### config.mk
export PLATFORM = sky130hd
export DESIGN_NAME = keypad_scanner_flat
export DESIGN_NICKNAME = d
export VERILOG_FILES = /design/src/rtl/keypad_scanner_pkg.sv /design/src/rtl/keypad_scanner_if.sv /design/src/rtl/keypad_scanner_sync.sv /design/src/rtl/keypad_scanner.sv /design/src/flat_wrapper.sv
export SDC_FILE = /design/constraint.sdc
export NUM_CORES = 1
export LEC_CHECK = 0
export BUFFER_PORTS_ARGS = -buffer_cell sky130_fd_sc_hd__buf_4
export CORE_AREA = 10 10 76 78
export CTS_CLUSTER_SIZE = 16
export DETAILED_ROUTE_END_ITERATION = 10
export DIE_AREA = 0 0 86 88
export PLACE_DENSITY = 0.74
export SYNTH_ARGS = -nofsm -noshare
export SYNTH_HDL_FRONTEND = slang
export SYNTH_SLANG_ARGS = --single-unit
### constraint.sdc
create_clock -name clock -period 6.6 [get_ports clock]
set_input_delay 0.33 -clock clock [delete_from_list [all_inputs] [get_ports clock]]
set_output_delay 0.33 -clock clock [all_outputs]
set_load 0.02 [all_outputs]
### src/rtl/keypad_scanner_pkg.sv
// keypad_scanner_pkg: key indices, operator codes, scanner state encoding and
// the row/column -> key decode helpers shared by the keypad scanner.
package keypad_scanner_pkg;

   typedef logic [4:0] key_t;

   localparam key_t KEY_0    = 5'd0;
   localparam key_t KEY_1    = 5'd1;
   localparam key_t KEY_2    = 5'd2;
   localparam key_t KEY_3    = 5'd3;
   localparam key_t KEY_4    = 5'd4;
   localparam key_t KEY_5    = 5'd5;
   localparam key_t KEY_6    = 5'd6;
   localparam key_t KEY_7    = 5'd7;
   localparam key_t KEY_8    = 5'd8;
   localparam key_t KEY_9    = 5'd9;
   localparam key_t KEY_ADD  = 5'd10;
   localparam key_t KEY_SUB  = 5'd11;
   localparam key_t KEY_MUL  = 5'd12;
   localparam key_t KEY_DIV  = 5'd13;
   localparam key_t KEY_EQ   = 5'd14;
   localparam key_t KEY_CLR  = 5'd15;
   localparam key_t KEY_BKSP = 5'd16;
   localparam key_t KEY_MS   = 5'd17;
   localparam key_t KEY_MR   = 5'd18;
   localparam key_t KEY_MC   = 5'd19;

   localparam logic [1:0] OP_ADD = 2'd0;
   localparam logic [1:0] OP_SUB = 2'd1;
   localparam logic [1:0] OP_MUL = 2'd2;
   localparam logic [1:0] OP_DIV = 2'd3;

   typedef enum logic [1:0] {
      ST_SCAN,
      ST_DEBOUNCE,
      ST_PRESSED
   } state_e;

   typedef struct packed {
      logic mc;
      logic mr;
      logic ms;
      logic bksp;
      logic clr;
      logic ex;
      logic op;
      logic dig;
   } pulses_t;

   function automatic key_t keymap(input logic [1:0] row, input logic [2:0] col);
      key_t k;
      k = KEY_0;
      case (row)
         2'd0: case (col)
            3'd0: k = KEY_1;
            3'd1: k = KEY_2;
            3'd2: k = KEY_3;
            3'd3: k = KEY_ADD;
            default: k = KEY_MC;
         endcase
         2'd1: case (col)
            3'd0: k = KEY_4;
            3'd1: k = KEY_5;
            3'd2: k = KEY_6;
            3'd3: k = KEY_SUB;
            default: k = KEY_MR;
         endcase
         2'd2: case (col)
            3'd0: k = KEY_7;
            3'd1: k = KEY_8;
            3'd2: k = KEY_9;
            3'd3: k = KEY_MUL;
            default: k = KEY_MS;
         endcase
         default: case (col)
            3'd0: k = KEY_CLR;
            3'd1: k = KEY_0;
            3'd2: k = KEY_EQ;
            3'd3: k = KEY_DIV;
            default: k = KEY_BKSP;
         endcase
      endcase
      return k;
   endfunction

   function automatic logic key_is_digit(input key_t k);
      return k <= KEY_9;
   endfunction

   function automatic logic key_is_op(input key_t k);
      return (k >= KEY_ADD) && (k <= KEY_DIV);
   endfunction

   function automatic logic key_repeats(input key_t k);
      return key_is_digit(k) || (k == KEY_BKSP);
   endfunction

   function automatic logic [1:0] key_op_code(input key_t k);
      logic [1:0] op;
      case (k)
         KEY_SUB: op = OP_SUB;
         KEY_MUL: op = OP_MUL;
         KEY_DIV: op = OP_DIV;
         default: op = OP_ADD;
      endcase
      return op;
   endfunction

   function automatic pulses_t key_pulses(input key_t k);
      pulses_t p;
      p = '0;
      if (key_is_digit(k))   p.dig = 1'b1;
      else if (key_is_op(k)) p.op  = 1'b1;
      else begin
         case (k)
            KEY_EQ:   p.ex   = 1'b1;
            KEY_CLR:  p.clr  = 1'b1;
            KEY_BKSP: p.bksp = 1'b1;
            KEY_MS:   p.ms   = 1'b1;
            KEY_MR:   p.mr   = 1'b1;
            default:  p.mc   = 1'b1;
         endcase
      end
      return p;
   endfunction

   function automatic logic [2:0] col_index(input logic [4:0] coln);
      logic [2:0] idx;
      idx = '0;
      for (int unsigned i = 0; i < 5; i++) begin
         if (!coln[i]) idx = 3'(i);
      end
      return idx;
   endfunction

endpackage

### src/rtl/keypad_scanner_if.sv
// keypad_scanner_if: keypad matrix lines plus the key-class pulses and their
// digit/operator payload; master = scanner, slave = keypad/consumer side.
interface keypad_scanner_if;
   logic [3:0] row_n;
   logic [4:0] col_n;
   logic       dig_in;
   logic       op_in;
   logic       ex_in;
   logic       reset_in;
   logic       bksp_in;
   logic       MS_in;
   logic       MR_in;
   logic       MC_in;
   logic [3:0] digit;
   logic [1:0] op_code;

   modport master (
      input  row_n,
      output col_n, dig_in, op_in, ex_in, reset_in, bksp_in,
             MS_in, MR_in, MC_in, digit, op_code
   );

   modport slave (
      output row_n,
      input  col_n, dig_in, op_in, ex_in, reset_in, bksp_in,
             MS_in, MR_in, MC_in, digit, op_code
   );
endinterface

### src/rtl/keypad_scanner_sync.sv
// keypad_sync: two-flop synchroniser for asynchronous inputs; resets to the
// idle (pulled-up) level so no phantom key is seen after reset.
module keypad_sync #(
   parameter int unsigned WIDTH = 4
) (
   input  logic             clk_i,
   input  logic             rst_i,
   input  logic [WIDTH-1:0] d_i,
   output logic [WIDTH-1:0] q_o
);
   logic [WIDTH-1:0] meta_q;
   logic [WIDTH-1:0] sync_q;

   always_ff @(posedge clk_i or posedge rst_i) begin
      if (rst_i) begin
         meta_q <= '1;
         sync_q <= '1;
      end else begin
         meta_q <= d_i;
         sync_q <= meta_q;
      end
   end

   assign q_o = sync_q;
endmodule

### src/rtl/keypad_scanner.sv
// keypad_scanner: 4x5 keypad column scan, press/release debounce and key-class
// decode. Auto-repeat of digit/BKSP keys is built when KEYPAD_AUTOREPEAT_EN is defined.
module keypad_scanner
   import keypad_scanner_pkg::*;
#(
   parameter int unsigned SCAN_DIV     = 1000,
   parameter int unsigned DEBOUNCE_CNT = 8
`ifdef KEYPAD_AUTOREPEAT_EN
   ,
   parameter int unsigned REPEAT_DELAY = 64,
   parameter int unsigned REPEAT_RATE  = 16
`endif
) (
   input  logic             clock,
   input  logic             reset,
   keypad_scanner_if.master kp
);
   localparam int unsigned DIV_W = (SCAN_DIV > 1) ? $clog2(SCAN_DIV) : 1;
   localparam int unsigned CNT_W = (DEBOUNCE_CNT > 1) ? $clog2(DEBOUNCE_CNT) : 1;
   localparam logic [DIV_W-1:0] DIV_LAST = DIV_W'(SCAN_DIV - 1);

   state_e           state_q;
   logic [4:0]       coln_q;
   logic [1:0]       row_q;
   logic [DIV_W-1:0] div_q;
   logic [CNT_W-1:0] cnt_q;
   pulses_t          pls_q;
   logic [3:0]       digit_q;
   logic [1:0]       op_q;

   logic [3:0] rows_s;
   logic [3:0] low;
   logic [1:0] row_enc;
   logic [1:0] row_sel;
   logic [2:0] col_idx;
   logic       sample;
   logic       one_low;
   logic       all_high;
   logic       same_row;
   logic       cnt_done;
   logic       accept;
   logic       fire;
   logic       rep_fire;
   key_t       fire_key;

   keypad_sync #(.WIDTH(4)) u_sync (
      .clk_i (clock),
      .rst_i (reset),
      .d_i   (kp.row_n),
      .q_o   (rows_s)
   );

   always_comb begin
      low      = ~rows_s;
      sample   = (div_q == DIV_LAST);
      one_low  = $onehot(low);
      all_high = (low == '0);
      row_enc  = '0;
      for (int unsigned i = 0; i < 4; i++) begin
         if (low[i]) row_enc = 2'(i);
      end
      same_row = one_low && (row_enc == row_q);
      cnt_done = (32'(cnt_q) + 32'd1) >= DEBOUNCE_CNT;
      col_idx  = col_index(coln_q);
      row_sel  = (state_q == ST_SCAN) ? row_enc : row_q;
      fire_key = keymap(row_sel, col_idx);
      // A single debounce sample is enough to accept straight from SCAN
      accept   = sample && (((state_q == ST_SCAN) && one_low && (DEBOUNCE_CNT <= 1)) ||
                            ((state_q == ST_DEBOUNCE) && same_row && cnt_done));
      fire     = accept || rep_fire;
   end

`ifdef KEYPAD_AUTOREPEAT_EN
   localparam int unsigned REP_MAX = (REPEAT_DELAY > REPEAT_RATE) ? REPEAT_DELAY : REPEAT_RATE;
   localparam int unsigned REP_W   = (REP_MAX > 1) ? $clog2(REP_MAX) : 1;

   logic [REP_W-1:0] rep_q;
   logic             rep_first_q;
   logic             rep_stop_q;
   logic             rep_due;

   always_comb begin
      rep_due  = (32'(rep_q) + 32'd1) >= (rep_first_q ? REPEAT_DELAY : REPEAT_RATE);
      rep_fire = sample && (state_q == ST_PRESSED) && !all_high && !rep_stop_q &&
                 key_repeats(fire_key) && rep_due;
   end

   // The first all-open sample of a release ends repeating for this press
   always_ff @(posedge clock or posedge reset) begin
      if (reset) begin
         rep_q       <= '0;
         rep_first_q <= 1'b1;
         rep_stop_q  <= 1'b0;
      end else if (sample) begin
         if (state_q != ST_PRESSED) begin
            rep_q       <= '0;
            rep_first_q <= 1'b1;
            rep_stop_q  <= 1'b0;
         end else if (all_high) begin
            rep_stop_q  <= 1'b1;
         end else if (!rep_stop_q) begin
            if (rep_fire) begin
               rep_q       <= '0;
               rep_first_q <= 1'b0;
            end else begin
               rep_q <= rep_q + 1'b1;
            end
         end
      end
   end
`else
   assign rep_fire = 1'b0;
`endif

   always_ff @(posedge clock or posedge reset) begin
      if (reset) begin
         state_q <= ST_SCAN;
         coln_q  <= 5'b11110;
         row_q   <= '0;
         div_q   <= '0;
         cnt_q   <= '0;
         pls_q   <= '0;
         digit_q <= '0;
         op_q    <= OP_ADD;
      end else begin
         div_q <= (div_q == DIV_LAST) ? '0 : div_q + 1'b1;
         pls_q <= fire ? key_pulses(fire_key) : '0;
         if (fire && key_is_digit(fire_key)) digit_q <= fire_key[3:0];
         if (fire && key_is_op(fire_key))    op_q    <= key_op_code(fire_key);
         if (sample) begin
            unique case (state_q)
               ST_SCAN, ST_DEBOUNCE: begin
                  if (accept) begin
                     state_q <= ST_PRESSED;
                     row_q   <= row_sel;
                     cnt_q   <= '0;
                  end else if ((state_q == ST_SCAN) && one_low) begin
                     state_q <= ST_DEBOUNCE;
                     row_q   <= row_enc;
                     cnt_q   <= CNT_W'(1);
                  end else if ((state_q == ST_DEBOUNCE) && same_row) begin
                     cnt_q <= cnt_q + 1'b1;
                  end else begin
                     state_q <= ST_SCAN;
                     coln_q  <= {coln_q[3:0], coln_q[4]};
                     cnt_q   <= '0;
                  end
               end
               ST_PRESSED: begin
                  if (all_high) begin
                     if (cnt_done) begin
                        state_q <= ST_SCAN;
                        coln_q  <= {coln_q[3:0], coln_q[4]};
                        cnt_q   <= '0;
                     end else begin
                        cnt_q <= cnt_q + 1'b1;
                     end
                  end else begin
                     cnt_q <= '0;
                  end
               end
               default: state_q <= ST_SCAN;
            endcase
         end
      end
   end

   assign kp.col_n    = coln_q;
   assign kp.dig_in   = pls_q.dig;
   assign kp.op_in    = pls_q.op;
   assign kp.ex_in    = pls_q.ex;
   assign kp.reset_in = pls_q.clr;
   assign kp.bksp_in  = pls_q.bksp;
   assign kp.MS_in    = pls_q.ms;
   assign kp.MR_in    = pls_q.mr;
   assign kp.MC_in    = pls_q.mc;
   assign kp.digit    = digit_q;
   assign kp.op_code  = op_q;
endmodule

### src/flat_wrapper.sv
// flat-port wrapper written by rule: the top's interface ports become plain ports
module keypad_scanner_flat import keypad_scanner_pkg::*;
#(
   parameter int unsigned SCAN_DIV     = 1000,
   parameter int unsigned DEBOUNCE_CNT = 8

)
  (clock, reset, kp_row_n, kp_col_n, kp_dig_in, kp_op_in, kp_ex_in, kp_reset_in, kp_bksp_in, kp_MS_in, kp_MR_in, kp_MC_in, kp_digit, kp_op_code);
  keypad_scanner_if kp_i ();
  input  logic clock;
  input  logic reset;
  input wire logic [$bits(kp_i.row_n)-1:0] kp_row_n;
  output wire logic [$bits(kp_i.col_n)-1:0] kp_col_n;
  output wire logic [$bits(kp_i.dig_in)-1:0] kp_dig_in;
  output wire logic [$bits(kp_i.op_in)-1:0] kp_op_in;
  output wire logic [$bits(kp_i.ex_in)-1:0] kp_ex_in;
  output wire logic [$bits(kp_i.reset_in)-1:0] kp_reset_in;
  output wire logic [$bits(kp_i.bksp_in)-1:0] kp_bksp_in;
  output wire logic [$bits(kp_i.MS_in)-1:0] kp_MS_in;
  output wire logic [$bits(kp_i.MR_in)-1:0] kp_MR_in;
  output wire logic [$bits(kp_i.MC_in)-1:0] kp_MC_in;
  output wire logic [$bits(kp_i.digit)-1:0] kp_digit;
  output wire logic [$bits(kp_i.op_code)-1:0] kp_op_code;
  assign kp_i.row_n = kp_row_n;
  assign kp_col_n = kp_i.col_n;
  assign kp_dig_in = kp_i.dig_in;
  assign kp_op_in = kp_i.op_in;
  assign kp_ex_in = kp_i.ex_in;
  assign kp_reset_in = kp_i.reset_in;
  assign kp_bksp_in = kp_i.bksp_in;
  assign kp_MS_in = kp_i.MS_in;
  assign kp_MR_in = kp_i.MR_in;
  assign kp_MC_in = kp_i.MC_in;
  assign kp_digit = kp_i.digit;
  assign kp_op_code = kp_i.op_code;
  keypad_scanner #(.SCAN_DIV(SCAN_DIV), .DEBOUNCE_CNT(DEBOUNCE_CNT)) u_core (.clock(clock), .reset(reset), .kp(kp_i));
endmodule
### Word level (Yosys, flattened, before mapping)

Index checks and enable logic that the tools add are counted.

| word-level totals | value |
|---|---|
| bits in registers | 44 |
| input port bits | 6 |
| word-level logic and storage cells | 118 |

| operators by class | value |
|---|---|
| $add $sub $neg | 6 |
| magnitude comparators | 4 |
| equality and inequality tests | 24 |
| mux-type cells | 46 |
| bitwise logic cells | 1 |
| reductions and logical operators | 20 |

Operators with widths:

| cell | number |
|---|---|
| $pmux W5 S4 | 4 |
| $ge A32 B4 Y1 const B | 1 |
| $eq A5 B4 Y1 const B | 5 |
| $mux W5 | 5 |
| $mux W2 | 12 |
| $mux W3 | 6 |
| $eq A5 B5 Y1 const B | 3 |
| $pmux W5 S3 | 1 |
| $add A10 B1 Y10 const B | 1 |
| $eq A10 B10 Y1 const B | 1 |
| $le A5 B4 Y1 const B | 2 |
| $mux W1 | 10 |
| $mux W10 | 1 |
| $pmux W5 S2 | 1 |
| $logic_and A1 B1 Y1 | 8 |
| $mux W8 | 1 |
| $mux W7 | 1 |
| $reduce_and A7 Y1 | 1 |
| $eq A3 B1 Y1 const B | 2 |
| $eq A3 B2 Y1 const B | 2 |
| $mux W6 | 1 |
| $ne A2 B2 Y1 const B | 3 |
| $pmux W2 S3 | 1 |
| $pmux W3 S2 | 1 |
| 21 further kinds | 27 |

### Depth between registers and ports, before layout

Gate-level depths: netlist of the first run.

| logic depth | value |
|---|---|
| depth after elaboration | 13 |
| mapped depth | 9 |
| gate-level depth less buffers | 9 |

### Hierarchy

Synthesis of the first run repeated with hierarchy kept, for this count alone.

| second synthesis, totals | value |
|---|---|
| cells, all modules | 189 |
| area total of the unflattened synthesis | 2180.8 sq um |

By module, submodules not included:

| module | instances | cells each | area each (sq um) |
|---|---|---|---|
| keypad_scanner | 1 | 180 | 1966.9 |
| keypad_sync | 1 | 9 | 214.0 |

### Worst setup path before layout of the first run

No wires, ideal clock.

| timing path | value |
|---|---|
| path type | register to register |
| start | reg u_core.u_sync.sync_q[3] (netlist: u_core.u_sync.q_o[3]) |
| end | reg u_core.op_q[0] (netlist: u_core.kp.op_code[0]) |
| setup time | 125 ps |
| arrival time | 3286 ps |
| data required time | 6475 ps |
| setup slack | 3189 ps |
| cell stages (with the launch flop) | 10 |
| path buffers | 0 |
| clock period less this slack | 3411 ps |
| cells stage by stage | dfstp_2 inv_1 ha_1 ha_1 fa_1 or3b_1 or4b_4 a211o_4 nor3_4 mux2_2 |

| on the way | value |
|---|---|
| longest elaborated chain between the ends | 9 |

Ends and longest elaborated chain:

| what | RTL line | text |
|---|---|---|
| start, declared | keypad_scanner_sync.sv:12 | `logic [WIDTH-1:0] sync_q;` |
| start signal, assigned | keypad_scanner_sync.sv:20 | `sync_q <= meta_q;` |
| $not A4 Y4 * | keypad_scanner.sv:54 | `low = ~rows_s;` |
| parallel branches: the longest is 8 deep, another holds $ge A5 B4 Y1 | n/a |  |
| end signal, assigned | keypad_scanner.sv:129 | `if (fire && key_is_op(fire_key)) op_q <= key_op_code(fire_key);` |
| end, declared | keypad_scanner.sv:29 | `logic [1:0] op_q;` |

Every way passes the cells marked *.
A chain may end at the register's enable or synchronous reset.

### Worst setup path after layout of the first run

Same ends and word-level chain as after synthesis.

==> flow_summary.yaml, run 1 <==
floorplanning:
  coreArea_sq_um: 4290
  initial_utilization_pct: 53.9
  ios: 25
  rows: 24
  die_w_microns: 86
  die_area_sq_um: 7570
  die_height_microns: 88
clocking:
  clockRootBuffer: "clkbuf_8"
  cts_resized: 0
  cts.path.max_buffers: 2
  worstSkewPairLatency_ns: 0.29
  cts_made_buffers: 5
  cts.clk_slew.worst_paths_ns: 0.08
  ctsHoldBuffers: 0
  cts_setup_buffers: 0
  cts_tree: "done"
  cts_sinks: 44
  htree_levels: 2
cells_and_area:
  fin_nets: 253
  diodes: 0
  drive_gt1_share_pct: 27.2
  areaGrowthSynthToFinish_pct: 14.5
placement:
  dp_hpwl_mm: 3.26
  gp_congestion: 0.810
  io_buffers: 24
grt:
  grt_pass1_wl_mm: 7.68
  antenna_found_initial: 0
  grt_max_degree: 45
  grt.overflow.total: 0
  track_usage_pct: 12.4
  grt_pass1_vias: 1680
hold_path:
  hp-class: "in2reg"
  holdPathStages: 1
synthesis:
  synth_area_leaders: "dfrtp_1 35%, dfstp_2 14%, ha_1 4.3%"
  yosysMostFrequentCell: "dfrtp_1"
  synthCells: 212
  synth_area_sq_um: 2310
  synth_flop_cell: "dfrtp_1"
  synth_top_area_share_pct: 34.6
  synth_common_cells: "32 x dfrtp_1, 16 x nand2_1, 13 x nor2_1"
  post-synth-top-area-cell: "dfrtp_1"
  ys_ff_latch: 44
  ys_seq_area_share_pct: 48.2
  synth.distinct_cells: 61
  async_flop_share_pct: 100
  synth_nets: 227
  avgSynthCellArea_sq_um: 10.9
  yosysWarnings: 0
  synth_edf_count: 0
sta:
  hold_viol: 0
  tightest_slew_ns: 0.621
  slew_headroom_pct: 58.4
  clock_skew_ns: 0.00443
  grt_setup_unrepaired: "no"
  fmax_mhz: 282
  setup_violations: 0
  timing.final.crit_share_pct: 53.7
  setup-tns-final_ns: 0
  period_minus_slack_ns: 3.54
  maxSlewViolCount: 0
detailed_routing:
  viasPerCell: 5.84
  routedWlPerCell_microns: 15.0
  route.detailed.drc: 0
  wl_mm: 4.36
  num_vias: 1698
  routed.top_layer: "met4"
  wl_met1_mm: 1.97
  wl_met3_microns: 284
  wl_met2_mm: 2.03
  antenna_left: 0
  dr.pass1.iters: 6
  drtIter0Drc: 86
setup_path:
  max_stage_delay_ns: 0.60
  cp_cell_sequence: "inv_1 > ha_1 > ha_1 > fa_1 > or3b_1 > or4b_4 > a211o_4 > nor3_4 > mux2_2"
  endpoint_kind: "flop"
  reg2reg_depth: 9
  arrival_ns: 3.73
  required_ns: 6.79
  path_max_fanout: 8
  critPathLaunchType: "flop"
  critical-path-slowest-cell: "dfstp_2"
  path_common_cell: "ha_1"
  critPathKind: "reg2reg"
power_and_ir_drop:
  finalPower_mw: 0.502
  powerDensity_nw_per_um2: 189
  p_leak_nw: 1.20
  ir_drop_mv: 0.121
run:
  maxCapViolations: 0
outcome:
  outcome: "complete, no violations"
layout by cell type, fill, tap and decap left out, types with 3 or more instances in the layout:
cell      Yosys  layout
nand2_1      16      16
dfstp_2      12      12
nor2b_1       3       3
nor4_1        6       6
o21ai_0       3       3
mux2_2        6       6
dfrtp_1      32      32
xnor2_1       3       3
clkbuf_8      0       5
buf_4         0      25
a21o_1        5       5
xor2_1        4       4
inv_1        10       9
nand3_1       6       6
and2_1        3       3
a21oi_1      11      11
nor2_1       13      13
a31oi_1       5       5
nand2b_1      4       4
ha_1          8       8
and3_1        5       5
cells by family (layout without fill, tap and decap cells):
logic type / after synthesis / in the layout / share of synthesized area, %
AOI/OAI and AO/OA: 47 / 47 / 16.1
xor gates and xnor gates: 7 / 7 / 2.65
adders and majority gates: 9 / 9 / 5.19
buffers and inverters: 16 / 43 / 2.65
DFF: 44 / 44 / 48.2
muxes: 8 / 8 / 3.78
and+or+nand+nor: 81 / 81 / 21.5
routing by layer:
metal / vias up / track usage [%]
met5: - / 0
met4: 0 / 5.09
met3: 8 / 4.27
met2: 43 / 20.0
met1: 823 / 14.7
li1: 824 / -
sequential cells by signal, summed over array words and instances, names as in the netlist:
name and cells:
u_core.kp.MR_in 1, u_core.u_sync.meta_q 4, u_core.kp.MS_in 1, u_core.kp.digit 4
u_core.kp.reset_in 1, u_core.kp.op_in 1, u_core.u_sync.q_o 4, u_core.div_q 10
u_core.kp.bksp_in 1, u_core.cnt_q 3, u_core.state_q 2, u_core.kp.dig_in 1
u_core.kp.col_n 5, u_core.kp.MC_in 1, u_core.kp.op_code 2, u_core.kp.ex_in 1
u_core.row_q 2
worst max-delay path, delay by kind of cell, from the launching register on:
| family | cells | cell delay, ns |
|---|---|---|
| simple gates | 3 | 1.15 |
| fa+ha+maj | 3 | 0.89 |
| flops | 1 | 0.60 |
| mux | 1 | 0.35 |
| compound gates | 1 | 0.34 |
| buf+inv | 1 | 0.10 |
through the flow:
step | hold WS (ns) | instance area, sq um | std cells | util (%) | worst slack (ns)
after global routing | 0.125 | 2650 | 291 | 61.7 | 2.91
final | 0.137 | 2650 | 291 | 61.7 | 3.06
after CTS | 0.130 | 2650 | 291 | 61.7 | 3.04
after global placement | 0.346 | 2540 | 283 | 59.2 | 3.11
after detailed placement | 0.349 | 2540 | 283 | 59.2 | 3.05
after floorplan | 0.334 | 2310 | 212 | - | 3.19
layout make-up:
cell class                 count  area, sq um
timing repair buffer          25          188
clock inverter                 2         35.0
multi-input combinational    152         1140
tap                           52         65.1
fill                         367         1640
clock buffer                   6         72.6
inverter                      10         37.5
sequential                    44         1120
final timing paths:
kind | start | endpoint | slack [ns]
worst max-delay path | u_core.u_sync.q_o[3] | u_core.kp.op_code[0] | 3.06
worst min-delay path | kp_row_n[0] | u_core.u_sync.meta_q[0] | 0.14
worst max register to register | u_core.u_sync.q_o[3] | u_core.kp.op_code[0] | 3.06
worst min register to register | u_core.u_sync.meta_q[0] | u_core.u_sync.q_o[0] | 0.36
max in group asynchronous | reset | u_core.u_sync.q_o[3] | 6.07
min in group asynchronous | reset | u_core.kp.col_n[0] | 0.15
power by group:
group	switching, mW	internal (mW)	total, mW
combinational	0.0167	0.00966	0.0264
clock	0.0877	0.112	0.200
sequential	0.00187	0.274	0.276
total	0.106	0.396	0.502
Power figures use the tool's default switching activity.
==> inputs of run 2 (changes only) <==
==> constraint.sdc (replaced) <==
create_clock -name clock -period 3.7 [get_ports clock]
set_input_delay 0.185 -clock clock [delete_from_list [all_inputs] [get_ports clock]]
set_output_delay 0.185 -clock clock [all_outputs]
set_load 0.02 [all_outputs]
==> run 2 against run 1 <==
Combinational power increased by 98%. Flip-flop and latch count did not move. Non-clock buffer count rose by 5. Setup slack got worse by 2.8 ns. Maximum frequency increased by 1.4%. Critical path depth is the same. Highest routed layer unchanged. Clock power up 95%. Sequential share of layout area shrank 1.0 points.
==> flow_summary.yaml, run 2 (synthesis results as in run 1) <==
clocking:
  cts_made_buffers: 5
  worstSkewPairLatency_ns: 0.29
  cts_resized: 0
  cts_setup_buffers: 0
  htree_levels: 2
  cts_tree: "done"
  cts.path.max_buffers: 2
  cts.clk_slew.worst_paths_ns: 0.08
  ctsHoldBuffers: 4
  clockRootBuffer: "clkbuf_8"
  cts_sinks: 44
run:
  maxCapViolations: 0
power_and_ir_drop:
  ir_drop_mv: 0.227
  finalPower_mw: 0.933
  powerDensity_nw_per_um2: 343
  p_leak_nw: 1.23
grt:
  grt.overflow.total: 0
  grt_pass1_vias: 1638
  antenna_found_initial: 0
  grt_max_degree: 45
  grt_pass1_wl_mm: 7.62
  track_usage_pct: 12.2
cells_and_area:
  final_area_sq_um: 2720
  final_common_cell: "dfrtp_1"
  areaGrowthSynthToFinish_pct: 17.4
  regMostFlops: "u_core.div_q"
  fin_nets: 258
  largest_reg_flops: 10
  final_util_pct: 63.3
  nFillCells: 362
  diodes: 0
  final_cell_mix: "32 x dfrtp_1, 26 x buf_4, 16 x nand2_1, 13 x nor2_1, 12 x dfstp_2"
  drive_gt1_share_pct: 27.5
detailed_routing:
  num_vias: 1659
  wl_met2_mm: 2.19
  routedWlPerCell_microns: 15.0
  route.detailed.drc: 0
  antenna_left: 0
  routed.top_layer: "met4"
  wl_met3_microns: 247
  wl_mm: 4.43
  dr.pass1.iters: 4
  drtIter0Drc: 67
  viasPerCell: 5.60
  wl_met1_mm: 1.94
sta:
  slew_headroom_pct: 53.8
  fmax_mhz: 286
  hold_viol: 0
  maxSlewViolCount: 0
  tightest_slew_ns: 0.690
  setup_violations: 0
  clock_skew_ns: 0.00607
  timing.final.crit_share_pct: 94.4
  grt_setup_unrepaired: "no"
  setup-tns-final_ns: 0
  period_minus_slack_ns: 3.49
setup_path:
  arrival_ns: 3.68
  path_common_cell: "ha_1"
  endpoint_kind: "flop"
  critPathLaunchType: "flop"
  required_ns: 3.88
  path_max_fanout: 6
  cp_top_family: "simple AND/OR/NAND/NOR gates"
  critical-path-slowest-cell: "or4b_4"
  max_stage_delay_ns: 0.59
  critPathKind: "reg2reg"
  crit_buf_inv: 1
  cp_cell_sequence: "inv_1 > ha_1 > ha_1 > fa_1 > or3b_1 > or4b_4 > a211o_4 > nor3_4 > mux2_2"
floorplanning:
  die_height_microns: 88
  rows: 24
  initial_utilization_pct: 53.9
  die_area_sq_um: 7570
  die_w_microns: 86
  coreArea_sq_um: 4290
  ios: 25
hold_path:
  hp-class: "in2async"
placement:
  io_buffers: 24
  dp_hpwl_mm: 3.34
  gp_congestion: 0.879
  place_area_sq_um: 2550
outcome:
  outcome: "complete, no violations"
run 2: worst min-delay path, delay by kind of cell:
| family | cells | cell delay (ns) |
|---|---|---|
| buffers and inverters | 3 | 0.58 |
run 2: report_power, final:
group / total [mW] / switching (mW) / internal [mW]
Combinational: 0.0522 / 0.0315 / 0.0206
Clock: 0.390 / 0.152 / 0.238
Sequential: 0.491 / 0.00239 / 0.489
run 2: area by class of cell:
| cell class | instances | area (sq um) | area share (%) |
|---|---|---|---|
| flip-flops and latches | 44 | 1120 | 41.1 |
| multi-input cells | 152 | 1140 | 41.9 |
| inverters | 10 | 37.5 | 1.38 |
| well taps | 52 | 65.1 | 2.39 |
| clock buffers | 7 | 96.3 | 3.55 |
| repair buffers | 30 | 235 | 8.66 |
| clock inverters | 1 | 30.0 | 1.10 |
run 2: path summary, 6_finish.rpt:
path | from | endpoint | cells past startpoint | slack (ns)
setup reg to reg | u_core.u_sync.q_o[2] | u_core.kp.op_code[1] | 9 | 0.21
setup / recovery | u_core.u_sync.q_o[2] | u_core.kp.op_code[1] | 9 | 0.21
min in group clock | u_core.u_sync.meta_q[2] | u_core.u_sync.q_o[2] | 0 | 0.36
hold / removal | reset | u_core.kp.op_code[1] | 3 | 0.02
hold reg to reg | u_core.u_sync.meta_q[2] | u_core.u_sync.q_o[2] | 0 | 0.36
max in group asynchronous | reset | u_core.u_sync.q_o[0] | 3 | 3.31
run 2: routing by layer:
layer,vias up,GRT usage [%]
met5,-,0
met4,0,4.19
met3,7,4.09
li1,832,-
met1,787,13.9
met2,33,21.0
run 2: through the flow:
step	hold WS [ns]	setup slack, ns	std cells
2_1_floorplan	0.189	0.289	212
3_3_place_gp	0.293	0.281	284
3_5_place_dp	0.294	0.208	284
4_1_cts	0.0296	0.191	296
5_1_grt	0.0652	0.0756	296
6_report	0.0172	0.206	296
==> inputs of run 3 (changes only) <==
--- a/config.mk
+++ b/config.mk
@@ -5,12 +5,13 @@
 export SDC_FILE = /design/constraint.sdc
 export NUM_CORES = 1
 export LEC_CHECK = 0
+export ABC_AREA = 1
 export BUFFER_PORTS_ARGS = -buffer_cell sky130_fd_sc_hd__buf_4
-export CORE_AREA = 10 10 76 78
+export CORE_AREA = 10 10 78 80
 export CTS_CLUSTER_SIZE = 16
 export DETAILED_ROUTE_END_ITERATION = 10
-export DIE_AREA = 0 0 86 88
-export PLACE_DENSITY = 0.74
+export DIE_AREA = 0 0 88 90
+export PLACE_DENSITY = 0.73
 export SYNTH_ARGS = -nofsm -noshare
 export SYNTH_HDL_FRONTEND = slang
 export SYNTH_SLANG_ARGS = --single-unit
==> run 3 against run 2 <==
Clock power fell by 7.9%. Power is 3.2% lower. Clock skew increased by 0.0016 ns. Area after synthesis up 4.7%. Utilization is 2.2 points lower. Sequential share of layout area is 1.4 points lower. Routed wire length rose by 5.9%. Highest routed layer unchanged.
==> flow_summary.yaml, run 3 <==
floorplanning:
  die_area_sq_um: 7920
  die_w_microns: 88
  rows: 25
  initial_utilization_pct: 52.7
  die_height_microns: 90
  coreArea_sq_um: 4600
  ios: 25
cells_and_area:
  final_common_cell: "nand2_1"
  regMostFlops: "u_core.div_q"
  multiInputGateArea_sq_um: 1140
  nFillCells: 403
  drive_gt1_share_pct: 23.2
  largest_reg_flops: 10
  diodes: 0
  final-seq-area_sq_um: 1120
  fin_nets: 342
  final_area_sq_um: 2810
  areaGrowthSynthToFinish_pct: 16.0
  final_cell_mix: "79 x nand2_1, 35 x inv_1, 32 x dfrtp_1, 30 x nor2_1, 25 x buf_4"
sta:
  maxSlewViolCount: 0
  setup-tns-final_ns: 0
  tightest_slew_ns: 0.523
  period_minus_slack_ns: 2.66
  setup_violations: 0
  grt_setup_unrepaired: "no"
  timing.final.crit_share_pct: 71.8
  slew_headroom_pct: 65.1
  fmax_mhz: 376
  hold_viol: 0
  clock_skew_ns: 0.00772
clocking:
  cts_resized: 0
  worstSkewPairLatency_ns: 0.30
  cts_tree: "done"
  cts.clk_slew.worst_paths_ns: 0.08
  cts_sinks: 44
  cts_setup_buffers: 0
  cts_made_buffers: 5
  htree_levels: 2
  ctsHoldBuffers: 4
  cts.path.max_buffers: 2
  clockRootBuffer: "clkbuf_8"
synthesis:
  yosysMostFrequentCell: "nand2_1"
  synth_nets: 308
  synthCells: 293
  async_flop_share_pct: 100
  post-synth-top-area-cell: "dfrtp_1"
  synth_area_sq_um: 2420
  synth_top_area_share_pct: 33.0
  ys_seq_area_share_pct: 46.1
  yosysWarnings: 0
  synth_common_cells: "79 x nand2_1, 35 x inv_1, 32 x dfrtp_1"
  avgSynthCellArea_sq_um: 8.27
  synth_flop_cell: "dfrtp_1"
  ys_ff_latch: 44
  synth.distinct_cells: 33
  synth_area_leaders: "dfrtp_1 33%, dfstp_2 13%, nand2_1 12%"
  synth_edf_count: 0
setup_path:
  crit_buf_inv: 1
  cp_cell_sequence: "inv_1 > ha_1 > ha_1 > fa_1 > nand3b_1 > nor2_2 > nand2_4 > nor3_4 > nand4_2 > nand2_1 > nand2_1"
  required_ns: 3.90
  endpoint_kind: "flop"
  critical-path-slowest-cell: "dfstp_2"
  critPathLaunchType: "flop"
  max_stage_delay_ns: 0.57
  cp_top_family: "simple AND/OR/NAND/NOR gates"
  path_max_fanout: 5
  arrival_ns: 2.85
  critPathKind: "reg2reg"
placement:
  dp_hpwl_mm: 3.57
  io_buffers: 24
  gp_congestion: 0.818
  place_area_sq_um: 2660
detailed_routing:
  drtIter0Drc: 142
  route.detailed.drc: 0
  dr.pass1.iters: 4
  antenna_left: 0
  viasPerCell: 5.07
  num_vias: 1937
  wl_mm: 4.69
  routedWlPerCell_microns: 12.3
grt:
  grt.overflow.total: 0
  track_usage_pct: 12.6
  antenna_found_initial: 0
  grt_pass1_wl_mm: 8.18
  grt_pass1_vias: 1857
  grt_max_degree: 45
power_and_ir_drop:
  finalPower_mw: 0.904
  ir_drop_mv: 0.253
  p_leak_nw: 1.50
  powerDensity_nw_per_um2: 322
run:
  maxCapViolations: 0
hold_path:
  hp-class: "in2async"
outcome:
  outcome: "complete, no violations"
## run 3: changes by cell type after synthesis, sizes merged, moves of 13 or more
| cell | delta |
|---|---|
| inv | +31 |
| o21ai | +13 |
| nand3 | +20 |
| nand2 | +74 |
| nor2 | +21 |
## run 3: routing by layer
layer / track usage, % / part of all wire [%] / wire length, microns / vias up
li1: - / - / - / 999
met1: 16.8 / 49 / 2290 / 896
met2: 18.3 / 44 / 2040 / 33
met3: 3.70 / 5.5 / 258 / 9
met4: 5.32 / 2.2 / 104 / 0
met5: 0 / 0 / 0 / -
## run 3: logic make-up (layout without fill, tap and decap cells)
| logic type | Yosys count | in the layout | synth area share [%] |
|---|---|---|---|
| compound gates | 28 | 28 | 6.20 |
| xor+xnor | 3 | 3 | 1.08 |
| fa+ha+maj | 9 | 9 | 4.96 |
| buf+inv | 43 | 78 | 7.02 |
| flops | 44 | 44 | 46.1 |
| simple gates | 166 | 166 | 34.7 |
## run 3: worst reg2reg max path: stages (launching register included)
cell,delay [ns]
dfstp_2,0.57
inv_1,0.05
ha_1,0.30
ha_1,0.20
fa_1,0.42
nand3b_1,0.20
nor2_2,0.16
nand2_4,0.11
nor3_4,0.23
nand4_2,0.18
nand2_1,0.09
nand2_1,0.05
## run 3: final timing paths
| kind | depth (start not counted) | slack [ns] | from | endpoint |
|---|---|---|---|---|
| setup / recovery | 11 | 1.04 | u_core.u_sync.q_o[2] | u_core.kp.digit[1] |
| setup reg to reg | 11 | 1.04 | u_core.u_sync.q_o[2] | u_core.kp.digit[1] |
| min in group clock | 0 | 0.36 | u_core.u_sync.meta_q[2] | u_core.u_sync.q_o[2] |
| hold reg to reg | 0 | 0.36 | u_core.u_sync.meta_q[2] | u_core.u_sync.q_o[2] |
| hold / removal | 3 | 0.02 | reset | u_core.cnt_q[1] |
| max in group asynchronous | 3 | 3.29 | reset | u_core.u_sync.q_o[0] |
## run 3: cell type report
class | instances | share of cell area (%)
Inverter | 41 | 5.48
Clock buffer | 6 | 2.58
Timing Repair Buffer | 29 | 8.10
Tap cell | 54 | 2.40
Multi-Input combinational cell | 206 | 40.5
Sequential cell | 44 | 39.7
Clock inverter | 2 | 1.25
## run 3: where the power goes
group	total (mW)	internal, mW	switching, mW	leakage [nW]
clock network	0.359	0.200	0.158	0.0552
registers	0.491	0.489	0.00257	0.558
logic	0.0537	0.0184	0.0353	0.889
total	0.904	0.707	0.196	1.50
## run 3: metrics by stage
step,hold WS (ns),setup slack [ns],instances,utilization [%]
floorplan,0.189,1.23,293,-
global placement,0.294,1.12,370,57.9
detailed placement,0.294,1.03,370,57.9
CTS,0.0401,1.03,382,61.1
global route,0.0769,0.858,382,61.1
finish,0.0204,1.04,382,61.1
